[src/rtl/axi_chan_cdc_src.sv]
// Source (write) side of an asynchronous AXI channel FIFO: owns the slot storage,
// the Gray-coded write pointer and the read-pointer synchronizer.
module axi_chan_cdc_src #(
  parameter int unsigned DataWidth  = 64,
  parameter int unsigned LogDepth   = 3,
  parameter int unsigned SyncStages = 2
) (
  input  logic                                clk_i,
  input  logic                                rst_i,
  input  logic [DataWidth-1:0]                src_data_i,
  input  logic                                src_valid_i,
  output logic                                src_ready_o,
  output logic [(2**LogDepth)*DataWidth-1:0]  async_data_o,
  output logic [LogDepth:0]                   async_wptr_o,
  input  logic [LogDepth:0]                   async_rptr_i,
  output logic [LogDepth:0]                   fill_o
);

  localparam int unsigned Depth = 2**LogDepth;

  typedef logic [LogDepth:0] ptr_t;

  // Gray full pattern: top two bits inverted relative to the read pointer.
  localparam ptr_t FullMask = ptr_t'(3) << (LogDepth - 1);

  function automatic ptr_t gray2bin(input ptr_t g);
    ptr_t b;
    b[LogDepth] = g[LogDepth];
    for (int unsigned i = 0; i < LogDepth; i++) begin
      b[LogDepth-1-i] = b[LogDepth-i] ^ g[LogDepth-1-i];
    end
    return b;
  endfunction

  ptr_t                 wbin_q, wbin_d;
  ptr_t                 wptr_q, wptr_d;
  ptr_t                 fill_q, fill_d;
  ptr_t                 sync_q [SyncStages];
  ptr_t                 sync_d [SyncStages];
  logic [DataWidth-1:0] mem_q  [Depth];
  logic [DataWidth-1:0] mem_d  [Depth];

  ptr_t rsync;
  logic full;
  logic push;

  assign rsync        = sync_q[SyncStages-1];
  assign full         = (wptr_q == (rsync ^ FullMask));
  assign src_ready_o  = !full && !rst_i;
  assign push         = src_valid_i && src_ready_o;
  assign async_wptr_o = wptr_q;
  assign fill_o       = fill_q;

  always_comb begin
    wbin_d = wbin_q;
    mem_d  = mem_q;
    if (push) begin
      mem_d[wbin_q[LogDepth-1:0]] = src_data_i;
      wbin_d                      = wbin_q + ptr_t'(1);
    end
    wptr_d = wbin_d ^ (wbin_d >> 1);
    // Uses the post-write pointer so fill moves in the same cycle as async_wptr_o.
    fill_d = wbin_d - gray2bin(rsync);
  end

  always_comb begin
    sync_d[0] = async_rptr_i;
    for (int unsigned i = 1; i < SyncStages; i++) begin
      sync_d[i] = sync_q[i-1];
    end
  end

  always_comb begin
    async_data_o = '0;
    for (int unsigned i = 0; i < Depth; i++) begin
      async_data_o[i*DataWidth +: DataWidth] = mem_q[i];
    end
  end

  always_ff @(posedge clk_i or posedge rst_i) begin
    if (rst_i) begin
      wbin_q <= '0;
      wptr_q <= '0;
      fill_q <= '0;
      for (int unsigned i = 0; i < SyncStages; i++) sync_q[i] <= '0;
      for (int unsigned i = 0; i < Depth; i++) mem_q[i] <= '0;
    end else begin
      wbin_q <= wbin_d;
      wptr_q <= wptr_d;
      fill_q <= fill_d;
      sync_q <= sync_d;
      mem_q  <= mem_d;
    end
  end

endmodule

[config.mk]
export PLATFORM = sky130hd
export DESIGN_NAME = axi_chan_cdc_src
export DESIGN_NICKNAME = d
export VERILOG_FILES = /design/src/rtl/axi_chan_cdc_src.sv
export SDC_FILE = /design/constraint.sdc
export NUM_CORES = 1
export LEC_CHECK = 0
export BUFFER_PORTS_ARGS = -buffer_cell sky130_fd_sc_hd__buf_2
export CORE_ASPECT_RATIO = 0.6
export CORE_MARGIN = 3
export CORE_UTILIZATION = 40
export CTS_CLUSTER_DIAMETER = 60
export DETAILED_ROUTE_END_ITERATION = 10
export HOLD_SLACK_MARGIN = 0.15
export PLACE_DENSITY = 0.75
export SYNTH_ARGS = -nofsm -noshare
export SYNTH_HDL_FRONTEND = slang
export SYNTH_SLANG_ARGS = --single-unit
[constraint.sdc]
create_clock -name clk_i -period 15.3 [get_ports clk_i]
set_input_delay 0 -clock clk_i [delete_from_list [all_inputs] [get_ports clk_i]]
set_output_delay 0 -clock clk_i [all_outputs]
set_load 0.05 [all_outputs]
======== Yosys cells after proc, flatten, opt, wreduce, memory -nomap -nowiden ========
Cells that the tools add are included.
word-level totals
  bits in registers ....................... 532
  input bits .............................. 71
  output and inout port bits .............. 521
  word-level logic and storage cells ...... 33
operators by class
  $add $sub $neg .......................... 2
  order comparisons ....................... 2
  equal/unequal tests ..................... 1
  multiplexer cells ....................... 4
  bitwise gates (word level) .............. 6
  reduce and logical (&&, ||, !) cells .... 5
operators with widths
  kind                   number
  $bwmux W512            1
  $demux W64 S3          1
  $mux W64               1
  $add A4 B1 Y4 const B  1
  $eq A4 B4 Y1           1
  $ge A4 B4 Y1 const B   1
  $lt A4 B1 Y1 const B   1
  $mux W4                1
  $not A3 Y4             1
  $sub A4 B4 Y4          1
  $xor A4 B3 Y4          1
  $logic_and A1 B1 Y1    3
  $xor A1 B1 Y1          3
  $logic_not A1 Y1       2
  $not A2 Y2             1

======== Longest topological paths before layout ========
  depth in word-level cells ............... 7
  depth in mapped cells ................... 12
  depth with buffers taken out ............ 11

======== Worst setup path before layout ========
Ideal clock, no wire load.
  path kind ............................... input to output
  start point ............................. input port rst_i
  end point ............................... output port src_ready_o
  data arrival time ....................... 12.225 ns
  required time ........................... 15.300 ns
  setup slack ............................. 3.075 ns
  stages .................................. 2
  path buffers ............................ 0
  cell sequence ........................... inv_1 -> and2_1
between the ends
  word-level cells in the longest chain between the ends .. 2
RTL lines
  element                     RTL line  RTL
  from (decl)                 9         input logic rst_i,
  $logic_not A1 Y1 (no line)  --
  $logic_and A1 B1 Y1         49        assign src_ready_o = !full && !rst_i;
  to (decl)                   12        output logic src_ready_o,
Every way passes these cells.

======== Worst setup path after layout ========
  start point ............................. register sync_q, in the netlist rsync[1]
  end point ............................... register fill_q[3] (netlist: fill_o[3])
between the ends
  word-level cells in the longest chain between the ends .. 6
  elaborated cells between the ends (all ways) .. 8
  those cells by class .................... add/sub (1); eq/ne (1); mux (1); bitwise (2); reduce/logical (3)
RTL lines
  element                 RTL line  RTL
  from (decl)             38        ptr_t sync_q [SyncStages];
  from (signal assigned)  91        sync_q <= sync_d;
  $eq A4 B4 Y1            48        assign full = (wptr_q == (rsync ^ FullMask));
  $logic_not A1 Y1        49
  $logic_and A1 B1 Y1     49
  $logic_and A1 B1 Y1     50        assign push = src_valid_i && src_ready_o;
  $mux W4                 57        if (push) begin
  $sub A4 B4 Y4 *         63        fill_d = wbin_d - gray2bin(rsync);
  via fill_d[3]           37        ptr_t fill_q, fill_d;
  to (signal assigned)    90        fill_q <= fill_d;
  to (decl)               37
Mark *: on every way through the listed nets, which the timed path passes. The rest lies on a longest branch.
A chain may end at the register's enable or synchronous reset.

==> impl_metrics.csv <==
group,metric,value,unit
status,status,"completed",
detailed_routing,first_pass_iters,5,
detailed_routing,drtIter0Drc,441,
clocking,post_cts_buffers,0,
global_routing,grt_antenna_before_repair,0,
worst_setup_path,critical_path_cell_count,7,
detailed_routing,wl_met2,27100,um
floorplanning,dieArea,53300,sq um
floorplanning,ios,592,
detailed_routing,wl_per_cell,21.7,um
sta,fin_setup_tns,0,ns
layout,syn_to_final_growth,30.0,%
worst_setup_path,critPathMaxStageDelay,0.67,ns
global_routing,grt_pass1_wl,84400,um
synthesis,ys_warn_count,0,
clocking,cts_buffers,51,
synthesis,yosysSeqAreaShare,65.8,%
job,drv_cap,0,
hold_path,hold_class,"primary input to async pin",
layout,num-fill-cells,4017,
worst_setup_path,r2r_slack,12.07,ns
worst_setup_path,r2r_start,"rsync[1]$_DFF_PP0_",
synthesis,syn-instance-count,1174,
layout,final_nets,1926,
sta,maxSlewHeadroom,31.5,%
worst_setup_path,critPathLaunchType,"flop",
sta,rsz0062_at_grt,"false",
placement,routabilityCongestion,0.836,
detailed_routing,met1_length,23000,um
placement,numPortBuffers,591,
worst_setup_path,setup.worst_path.class,"flop to flop",
floorplanning,core-area,49700,sq um
sta,final-hold-violation-count,0,
synthesis,yosys-top-cells-area,"dfrtp_1, mux2_2, mux2_4, buf_2, buf_12",
clocking,path_clk_slew,0.07,ns
worst_setup_path,crit_buf_inv,1,
worst_setup_path,critPathCaptureType,"flop",
sta,fmax,310,MHz
sta,period_share,21.1,%
worst_setup_path,crit_family,"XOR/XNOR gates",
worst_setup_path,slowest_stage,"buf_4",
layout,drive_gt1_share,64.2,%
detailed_routing,top_layer_used,"met4",
clocking,cts_max_level,2,
sta,finalWorstPathRequiredPeriod,3.23,ns
worst_setup_path,reg2reg_depth,7,
synthesis,synthDistinctLibCells,34,
global_routing,grt_max_degree,185,
synthesis,ys_ff_latch,531,
worst_setup_path,cp.arrival,3.72,ns
clocking,clock-root-buffer,"clkbuf_16",
worst_setup_path,crit_fanout,34,
detailed_routing,vias,12800,
clocking,clk_latency,0.57,ns
worst_setup_path,r2r-end,"fill_o[3]$_DFF_PP0_",
floorplanning,die_h,180,um
detailed_routing,ant_nets,0,
placement,hpwl,37200,um
floorplanning,die_w,296,um
layout,diodes,0,
worst_setup_path,cp_cell_sequence,"xnor2_1 > a41o_1 > or3_4 > buf_4 > xor2_1 > xnor2_1 > xor2_1",
synthesis,syn_area,20200,sq um
synthesis,avgSynthCellArea,17.2,sq um
synthesis,syn-num-nets,1248,
sta,skew,0.0124,ns
clocking,cts.sinks,531,
sta,tightest_slew,1.03,ns
detailed_routing,drc_errors,0,
clocking,cts_buffer_depth,3,
floorplanning,start_util,40.7,%
sta,slew_violations,0,
synthesis,synth_top_area_share,65.8,%
sta,setup_viol,0,
synthesis,yosysTopAreaCell,"dfrtp_1",
global_routing,overflow,0,
global_routing,grt_pass1_vias,13600,
floorplanning,rows,63,
global_routing,grt_usage,20.4,%
detailed_routing,wl_met3,3460,um
detailed_routing,viasPerCell,5.01,
clocking,cts_tree,"built",
worst_setup_path,crit_required,15.79,ns
detailed_routing,routed_wl,55200,um
==> layer usage <==
layer | global-route usage, % | vias up
met2 | 34.4 | 436
met3 | 4.73 | 107
li1 | - | 5528
met1 | 26.2 | 6683
met5 | 0 | -
met4 | 6.20 | 0
==> synthesized netlist by cell type, drive strengths merged <==
| cell | instances |
|---|---|
| inv | 8 |
| a41o | 1 |
| a21oi | 4 |
| nor3b | 2 |
| nor3 | 2 |
| nand4 | 2 |
| mux2 | 513 |
| nand2 | 7 |
| nor2b | 2 |
| a22oi | 1 |
| nor2 | 9 |
| or3 | 1 |
| o211ai | 1 |
| and3 | 1 |
| ha | 3 |
| nand3b | 2 |
| a31oi | 2 |
| xor2 | 7 |
| clkbuf | 1 |
| mux2i | 2 |
| and2 | 1 |
| nand3 | 2 |
| nand2b | 3 |
| xnor2 | 10 |
| dfrtp | 531 |
| buf | 56 |
==> final cells by class <==
| class | instances | area, sq um | area share [%] |
|---|---|---|---|
| clock inverter | 30 | 393 | 1.50 |
| sequential | 531 | 13300 | 50.6 |
| inverter | 8 | 37.5 | 0.143 |
| multi-input combinational | 578 | 6480 | 24.7 |
| clock buffer | 65 | 1420 | 5.41 |
| timing repair buffer | 682 | 3840 | 14.6 |
| tap | 650 | 813 | 3.10 |
==> metrics by stage <==
stage	hold slack (ns)	worst slack, ns	instance area (sq um)	util [%]	instances
after floorplan	0.0314	0.450	20200	-	1174
after global placement	0.114	12.15	23700	47.8	2375
after detailed placement	0.111	12.01	23700	47.8	2375
after CTS	0.194	11.99	26300	52.9	2544
after global routing	0.250	11.86	26300	52.9	2544
final	0.139	12.07	26300	52.9	2544
==> cells by family after synthesis <==
kind of cell	count (synthesis)	share of synthesized area (%)
muxes	515	29.8
and+or+nand+nor	34	0.948
adders and majority gates	3	0.186
AOI/OAI and AO/OA	9	0.285
xor gates and xnor gates	17	0.737
DFF	531	65.8
buffers and inverters	65	2.26
==> layout by cell type (no fill, tap or decap), types with 8 or more instances in the layout <==
master         instances
buf_2                591
dfrtp_1              531
mux2_2               452
dlygate4sd3_1         74
mux2_4                60
clkbuf_16             52
buf_4                 16
clkinv_2              11
xnor2_1               10
nor2_1                 8
==> worst max-delay path by stage <==
stage,startpoint,end
2_1_floorplan,rst_i,async_data_o[0]$_DFFE_PP0P_
3_3_place_gp,rsync[1]$_DFF_PP0_,fill_o[3]$_DFF_PP0_
3_5_place_dp,rsync[1]$_DFF_PP0_,fill_o[3]$_DFF_PP0_
4_1_cts,rsync[1]$_DFF_PP0_,fill_o[3]$_DFF_PP0_
5_1_grt,rsync[1]$_DFF_PP0_,fill_o[3]$_DFF_PP0_
6_report,rsync[1]$_DFF_PP0_,fill_o[3]$_DFF_PP0_
==> what timing repair did <==
item | 4_1_cts | 5_1_grt
hold endpoints to repair | 643 | 0
hold buffers | 74 | 0
resized for setup | 0 | 0
==> sequential cells by signal (all words and copies together), names as in the netlist <==
register	cells
rsync	4
sync_d	4
async_wptr_o	3
fill_o	4
async_data_o	512
wbin_q	4
==> worst reg2reg max path, delay by kind of cell, from the launching register on <==
kind | cells | cell delay, ns
xor+xnor | 4 | 0.95
buf+inv | 1 | 0.67
simple gates | 1 | 0.65
flops | 1 | 0.46
compound gates | 1 | 0.42
Power is left out: the tool's default activity adds up to more than one toggle a clock period on the data nets, which glitch-free logic cannot reach.
